`src/rtl/mio_bus_responder.sv`:
```
// Memory/IO bus responder: accepts one CPU word access at a time, decodes it
// to on-chip RAM (programmable wait states) or the peripheral port (req/ack
// with timeout), and completes it with a one-cycle mio_ready pulse.
module mio_bus_responder #(
    parameter int ADDR_W      = 10,
    parameter int RAM_WAIT    = 1,
    parameter int PER_TIMEOUT = 16
) (
    input  logic              clk,
    input  logic              reset,
    input  logic              cpu_mio,
    input  logic              mem_read,
    input  logic              mem_write,
    input  logic [31:0]       addr,
    input  logic [31:0]       cpu_wdata,
    output logic [31:0]       cpu_rdata,
    output logic              mio_ready,
    output logic              bus_err,
    output logic [ADDR_W-1:0] ram_addr,
    output logic              ram_we,
    output logic [31:0]       ram_wdata,
    input  logic [31:0]       ram_rdata,
    output logic              per_req,
    output logic              per_we,
    output logic [7:0]        per_addr,
    output logic [31:0]       per_wdata,
    input  logic              per_ack,
    input  logic [31:0]       per_rdata
);

    typedef enum logic [1:0] {
        IDLE    = 2'd0,
        RAM_ACC = 2'd1,
        PER_REQ = 2'd2,
        DONE    = 2'd3
    } state_t;

    // One counter serves both the RAM wait states and the peripheral timeout.
    localparam logic [7:0] RAM_CNT = 8'(RAM_WAIT);
    localparam logic [7:0] PER_CNT = 8'(PER_TIMEOUT);

    state_t            state_q,    state_d;
    logic [7:0]        cnt_q,      cnt_d;
    logic              we_q,       we_d;
    logic              err_q,      err_d;
    logic [ADDR_W-1:0] ram_addr_q, ram_addr_d;
    logic [7:0]        per_addr_q, per_addr_d;
    logic [31:0]       wdata_q,    wdata_d;
    logic [31:0]       rdata_q,    rdata_d;

    // Only some address bits are latched; the rest are don't-care by design.
    logic unused_addr;
    assign unused_addr = ^addr;

    // State and latched-request registers; reset aborts any access at once.
    always_ff @(posedge clk or posedge reset) begin
        if (reset) begin
            state_q    <= IDLE;
            cnt_q      <= 8'd0;
            we_q       <= 1'b0;
            err_q      <= 1'b0;
            ram_addr_q <= '0;
            per_addr_q <= 8'd0;
            wdata_q    <= 32'd0;
            rdata_q    <= 32'd0;
        end else begin
            state_q    <= state_d;
            cnt_q      <= cnt_d;
            we_q       <= we_d;
            err_q      <= err_d;
            ram_addr_q <= ram_addr_d;
            per_addr_q <= per_addr_d;
            wdata_q    <= wdata_d;
            rdata_q    <= rdata_d;
        end
    end

    // Next-state logic: accept/decode in IDLE, count down in the access states.
    always_comb begin
        state_d    = state_q;
        cnt_d      = cnt_q;
        we_d       = we_q;
        err_d      = err_q;
        ram_addr_d = ram_addr_q;
        per_addr_d = per_addr_q;
        wdata_d    = wdata_q;
        rdata_d    = rdata_q;
        case (state_q)
            IDLE: begin
                if (cpu_mio && (mem_read || mem_write)) begin
                    we_d       = mem_write;
                    wdata_d    = cpu_wdata;
                    ram_addr_d = addr[ADDR_W+1:2];
                    per_addr_d = addr[9:2];
                    err_d      = 1'b0;
                    // Illegal direction or misaligned address: answer with an
                    // error without touching RAM or the peripheral.
                    if ((mem_read && mem_write) || (addr[1:0] != 2'b00)) begin
                        err_d   = 1'b1;
                        state_d = DONE;
                    end else if (addr[31:28] == 4'hF) begin
                        cnt_d   = PER_CNT;
                        state_d = PER_REQ;
                    end else begin
                        cnt_d   = RAM_CNT;
                        state_d = RAM_ACC;
                    end
                end
            end
            RAM_ACC: begin
                if (cnt_q != 8'd0) begin
                    cnt_d = cnt_q - 8'd1;
                end else begin
                    if (!we_q) begin
                        rdata_d = ram_rdata;
                    end
                    state_d = DONE;
                end
            end
            PER_REQ: begin
                // An ack in the final counted cycle still wins over the timeout.
                if (per_ack) begin
                    if (!we_q) begin
                        rdata_d = per_rdata;
                    end
                    err_d   = 1'b0;
                    state_d = DONE;
                end else if (cnt_q <= 8'd1) begin
                    cnt_d   = 8'd0;
                    err_d   = 1'b1;
                    state_d = DONE;
                end else begin
                    cnt_d = cnt_q - 8'd1;
                end
            end
            DONE: begin
                state_d = IDLE;
            end
            default: begin
                state_d = IDLE;
            end
        endcase
    end

    // Outputs decode from state and latched registers only.
    assign mio_ready = (state_q == DONE);
    assign bus_err   = (state_q == DONE) && err_q;
    assign cpu_rdata = rdata_q;
    assign ram_addr  = ram_addr_q;
    assign ram_wdata = wdata_q;
    // The counter still holds its load value only in the first RAM_ACC cycle.
    assign ram_we    = (state_q == RAM_ACC) && we_q && (cnt_q == RAM_CNT);
    assign per_req   = (state_q == PER_REQ);
    assign per_we    = we_q;
    assign per_addr  = per_addr_q;
    assign per_wdata = wdata_q;

endmodule

```
`config.mk`:
```
export PLATFORM = sky130hd
export DESIGN_NAME = mio_bus_responder
export DESIGN_NICKNAME = d
export VERILOG_FILES = /design/src/rtl/mio_bus_responder.sv
export SDC_FILE = /design/constraint.sdc
export NUM_CORES = 1
export LEC_CHECK = 0
export ABC_CLOCK_PERIOD_IN_PS = 3900
export CAP_MARGIN = 25
export CORE_MARGIN = 5
export CORE_UTILIZATION = 25
export CTS_CLUSTER_DIAMETER = 100
export DETAILED_ROUTE_END_ITERATION = 7
export MAX_ROUTING_LAYER = met4
export SLEW_MARGIN = 0
export SYNTH_ARGS = -nofsm -noshare
export SYNTH_HDL_FRONTEND = slang
export SYNTH_SLANG_ARGS = --single-unit
```
`constraint.sdc`:
```
create_clock -name clk -period 3.9 [get_ports clk]
set_clock_uncertainty 0.05 [all_clocks]
set_input_delay 0.39 -clock clk [delete_from_list [all_inputs] [get_ports clk]]
set_output_delay 0.39 -clock clk [all_outputs]
set_load 0.02 [all_outputs]
```
==> impl_metrics.sql <==
INSERT INTO impl_metrics (metric_group, metric, value, unit) VALUES
('logic_synthesis', 'netlist_area', '0.00447', 'mm^2'),
('route', 'drtPass1Iterations', '4', ''),
('flow_run', 'maxCapViolations', '0', ''),
('floorplanning', 'fp-row-count', '49', ''),
('floorplanning', 'die_w', '144', 'um'),
('logic_synthesis', 'async_flop_share', '100', '%'),
('clocking', 'cts_hold_buffers', '0', ''),
('route', 'vias', '3357', ''),
('setup_path', 'crit-reg2reg-launch', 'cnt_q[0]$_DFFE_PP0P_', ''),
('timing', 'timing_hold_violations_final', '0', ''),
('cells_and_area', 'layout.nets', '675', ''),
('placed_design', 'total_of_buffers_placed_on_input_and_output_ports', '236', ''),
('setup_path', 'crit_path_end_kind', 'register', ''),
('power_and_ir_drop', 'power_density_relative_to_cell_area', '920', 'mW/mm^2'),
('route', 'drc', '0', ''),
('logic_synthesis', 'synth.yosys.seq_area_share', '48.1', '%'),
('power_and_ir_drop', 'internal-power', '3.98', 'mW'),
('placed_design', 'final_weighted_congestion_of_routability_driven_global_placement', '0.827', ''),
('placed_design', 'place_inst', '753', ''),
('logic_synthesis', 'syn-mean-instance-area', '13.2', 'um^2'),
('clocking', 'clock_path_buffers', '2', ''),
('global_route', 'number_of_antenna_violations_at_the_first_check_in_global_routing', '0', ''),
('logic_synthesis', 'synth-edff-count', '0', ''),
('global_route', 'grt-ovfl-total', '0', ''),
('global_route', 'grt_pass1_vias', '3596', ''),
('logic_synthesis', 'syn-num-nets', '479', ''),
('clocking', 'cts_post_setup_buffers_inserted', '0', ''),
('route', 'drtAntennaViolNets', '0', ''),
('route', 'wirelength', '12500', 'um'),
('setup_path', 'crit_required', '4080', 'ps'),
('floorplanning', 'design.die.area', '0.0207', 'mm^2'),
('clocking', 'tritoncts', 'yes', ''),
('clocking', 'worstSkewPairLatency', '340', 'ps'),
('power_and_ir_drop', 'sequential_power_share', '25.6', '%'),
('cells_and_area', 'fraction_of_final_layout_cells_sized_beyond_drive_strength_1', '25.0', '%'),
('timing', 'timing.final.max_slew_violations', '0', ''),
('clocking', 'cts_resized', '0', ''),
('timing', 'timing.final.setup_violations', '0', ''),
('floorplanning', 'core_area', '0.0178', 'mm^2'),
('cells_and_area', 'most-common-layout-cells', 'sky130_fd_sc_hd__clkdlybuf4s50_1, sky130_fd_sc_hd__dfrtp_1, sky130_fd_sc_hd__mux2_2, sky130_fd_sc_hd__mux2_4, sky130_fd_sc_hd__inv_1', ''),
('power_and_ir_drop', 'switching_share_of_total_power', '39.1', '%'),
('timing', 'tightestPinTransition', '1070', 'ps'),
('setup_path', 'critical_path.startpoint_type', 'register', ''),
('floorplanning', 'initial_core_util', '25.2', '%'),
('route', 'routed_wire_per_std_cell', '16.3', 'um'),
('logic_synthesis', 'netlist_instances', '339', ''),
('power_and_ir_drop', 'power.share.combinational', '61.1', '%'),
('route', 'ratio_of_routed_vias_to_standard_cells', '4.37', ''),
('setup_path', 'critical_path_arrival', '2980', 'ps'),
('timing', 'slew-limit-headroom', '28.3', '%'),
('setup_path', 'timing.critical_path.fanout_max', '11', ''),
('setup_path', 'reg2reg_to', 'cnt_q[2]$_DFFE_PP0P_', ''),
('clocking', 'clk_root_buffer_cell', 'sky130_fd_sc_hd__clkbuf_16', ''),
('cells_and_area', 'instances_no_fill', '769', ''),
('logic_synthesis', 'postSynthRegisterBits', '86', ''),
('cells_and_area', 'utilization_of_the_core_after_routing', '40.0', '%'),
('setup_path', 'worst-r2r-setup-slack', '1090', 'ps'),
('clocking', 'clkSlewWorstSetupHoldPaths', '70', 'ps'),
('logic_synthesis', 'synthDistinctLibCells', '44', ''),
('timing', 'max_clock_freq', '0.356', 'GHz'),
('cells_and_area', 'antenna-diode-count', '0', ''),
('power_and_ir_drop', 'total_power', '6.54', 'mW'),
('floorplanning', 'dieHeight', '144', 'um'),
('power_and_ir_drop', 'peakVddDrop', '0.448', 'mV'),
('global_route', 'grt_start_max_net_pins', '40', ''),
('floorplanning', 'boundaryPins', '253', ''),
('route', 'detailedRoute.firstIterationViolations', '90', ''),
('timing', 'worst_hold_check_slack', '313', 'ps'),
('setup_path', 'reg2reg_depth', '6', ''),
('run_status', 'run_status', 'completed', ''),
('timing', 'post-route-period-util', '71.9', '%');
[power by group through the flow]
stage	Clock (mW)	Sequential [mW]	Combinational, mW
2_1_floorplan	0	2.13	2.14
3_3_place_gp	0	1.67	3.98
3_5_place_dp	0	1.69	4.05
4_1_cts	0.911	1.68	4.06
5_1_grt	0.941	1.75	4.27
6_report	0.870	1.67	4.00
[cells by family (layout without fill, tap and decap cells)]
logic type	after synthesis	count (layout)	synth area share, %
DFF	86	86	48.1
AOI/OAI and AO/OA	37	37	6.29
buffers and inverters	67	268	9.51
and+or+nand+nor	31	31	3.86
muxes	111	111	30.4
adders and majority gates	6	6	1.68
xor gates and xnor gates	1	1	0.196
[final cells by class]
class | count | share of cell area [%]
clock buffers | 10 | 3.22
well taps | 229 | 4.03
clock inverters | 6 | 1.00
multi-input cells | 186 | 26.8
repair buffers | 241 | 34.1
inverters | 11 | 0.598
flip-flops and latches | 86 | 30.3
[worst max-delay path by stage]
stage / to / cells after the start / startpoint
after detailed placement: cnt_q[2]$_DFFE_PP0P_ / 6 / cnt_q[0]$_DFFE_PP0P_
final: cnt_q[2]$_DFFE_PP0P_ / 6 / cnt_q[0]$_DFFE_PP0P_
after CTS: ram_we / 5 / state_q[1]$_DFFE_PP0P_
after global placement: cpu_rdata[26]$_DFFE_PP0P_ / 6 / state_q[0]$_DFFE_PP0P_
after floorplan: cnt_q[0]$_DFFE_PP0P_ / 1 / reset
after global routing: ram_we / 5 / state_q[1]$_DFFE_PP0P_
[synthesized netlist by cell type, drive strengths merged, types with 2 or more instances]
master,count,area (um^2)
mux2,108,1330
dfrtp,86,2150
buf,46,347
inv,11,41.3
clkbuf,10,37.5
nand2,9,33.8
o21ai,8,40.0
o2111ai,7,61.3
ha,6,75.1
o211ai,6,45.0
nor2,5,18.8
mux2i,3,30.0
or2,3,18.8
a211oi,2,15.0
a221o,2,21.3
a22oi,2,15.0
nand3,2,10.0
nand4,2,12.5
nor3,2,10.0
nor4,2,27.5
[worst max-delay path, cell delays in order, from the launching register on]
cell and delay (ps):
sky130_fd_sc_hd__dfrtp_1 390, sky130_fd_sc_hd__inv_1 90, sky130_fd_sc_hd__ha_1 310, sky130_fd_sc_hd__or2_0 240, sky130_fd_sc_hd__a31oi_1 810, sky130_fd_sc_hd__o2111ai_1 420, sky130_fd_sc_hd__o311ai_1 380
[layer usage]
layer,track usage (%),up-vias,wire [um]
met2,21.3,153,6420
met4,4.11,0,121
met5,-,-,0
met3,3.00,8,983
li1,-,1567,-
met1,14.1,1629,5010
[through the flow]
stage	area [um^2]	setup slack, ps
4_1_cts	7110	1140
3_5_place_dp	6810	1190
3_3_place_gp	6770	1250
5_1_grt	7110	1010
2_1_floorplan	4470	1240
6_report	7110	1090
[state kept, by name, indices dropped and copies added, names as in the netlist]
name       count
cpu_rdata     32
per_wdata     32
ram_addr      10
cnt_q          8
state_q        2
err_q          1
per_we         1
No activity file was read; power rests on OpenSTA's default activity.
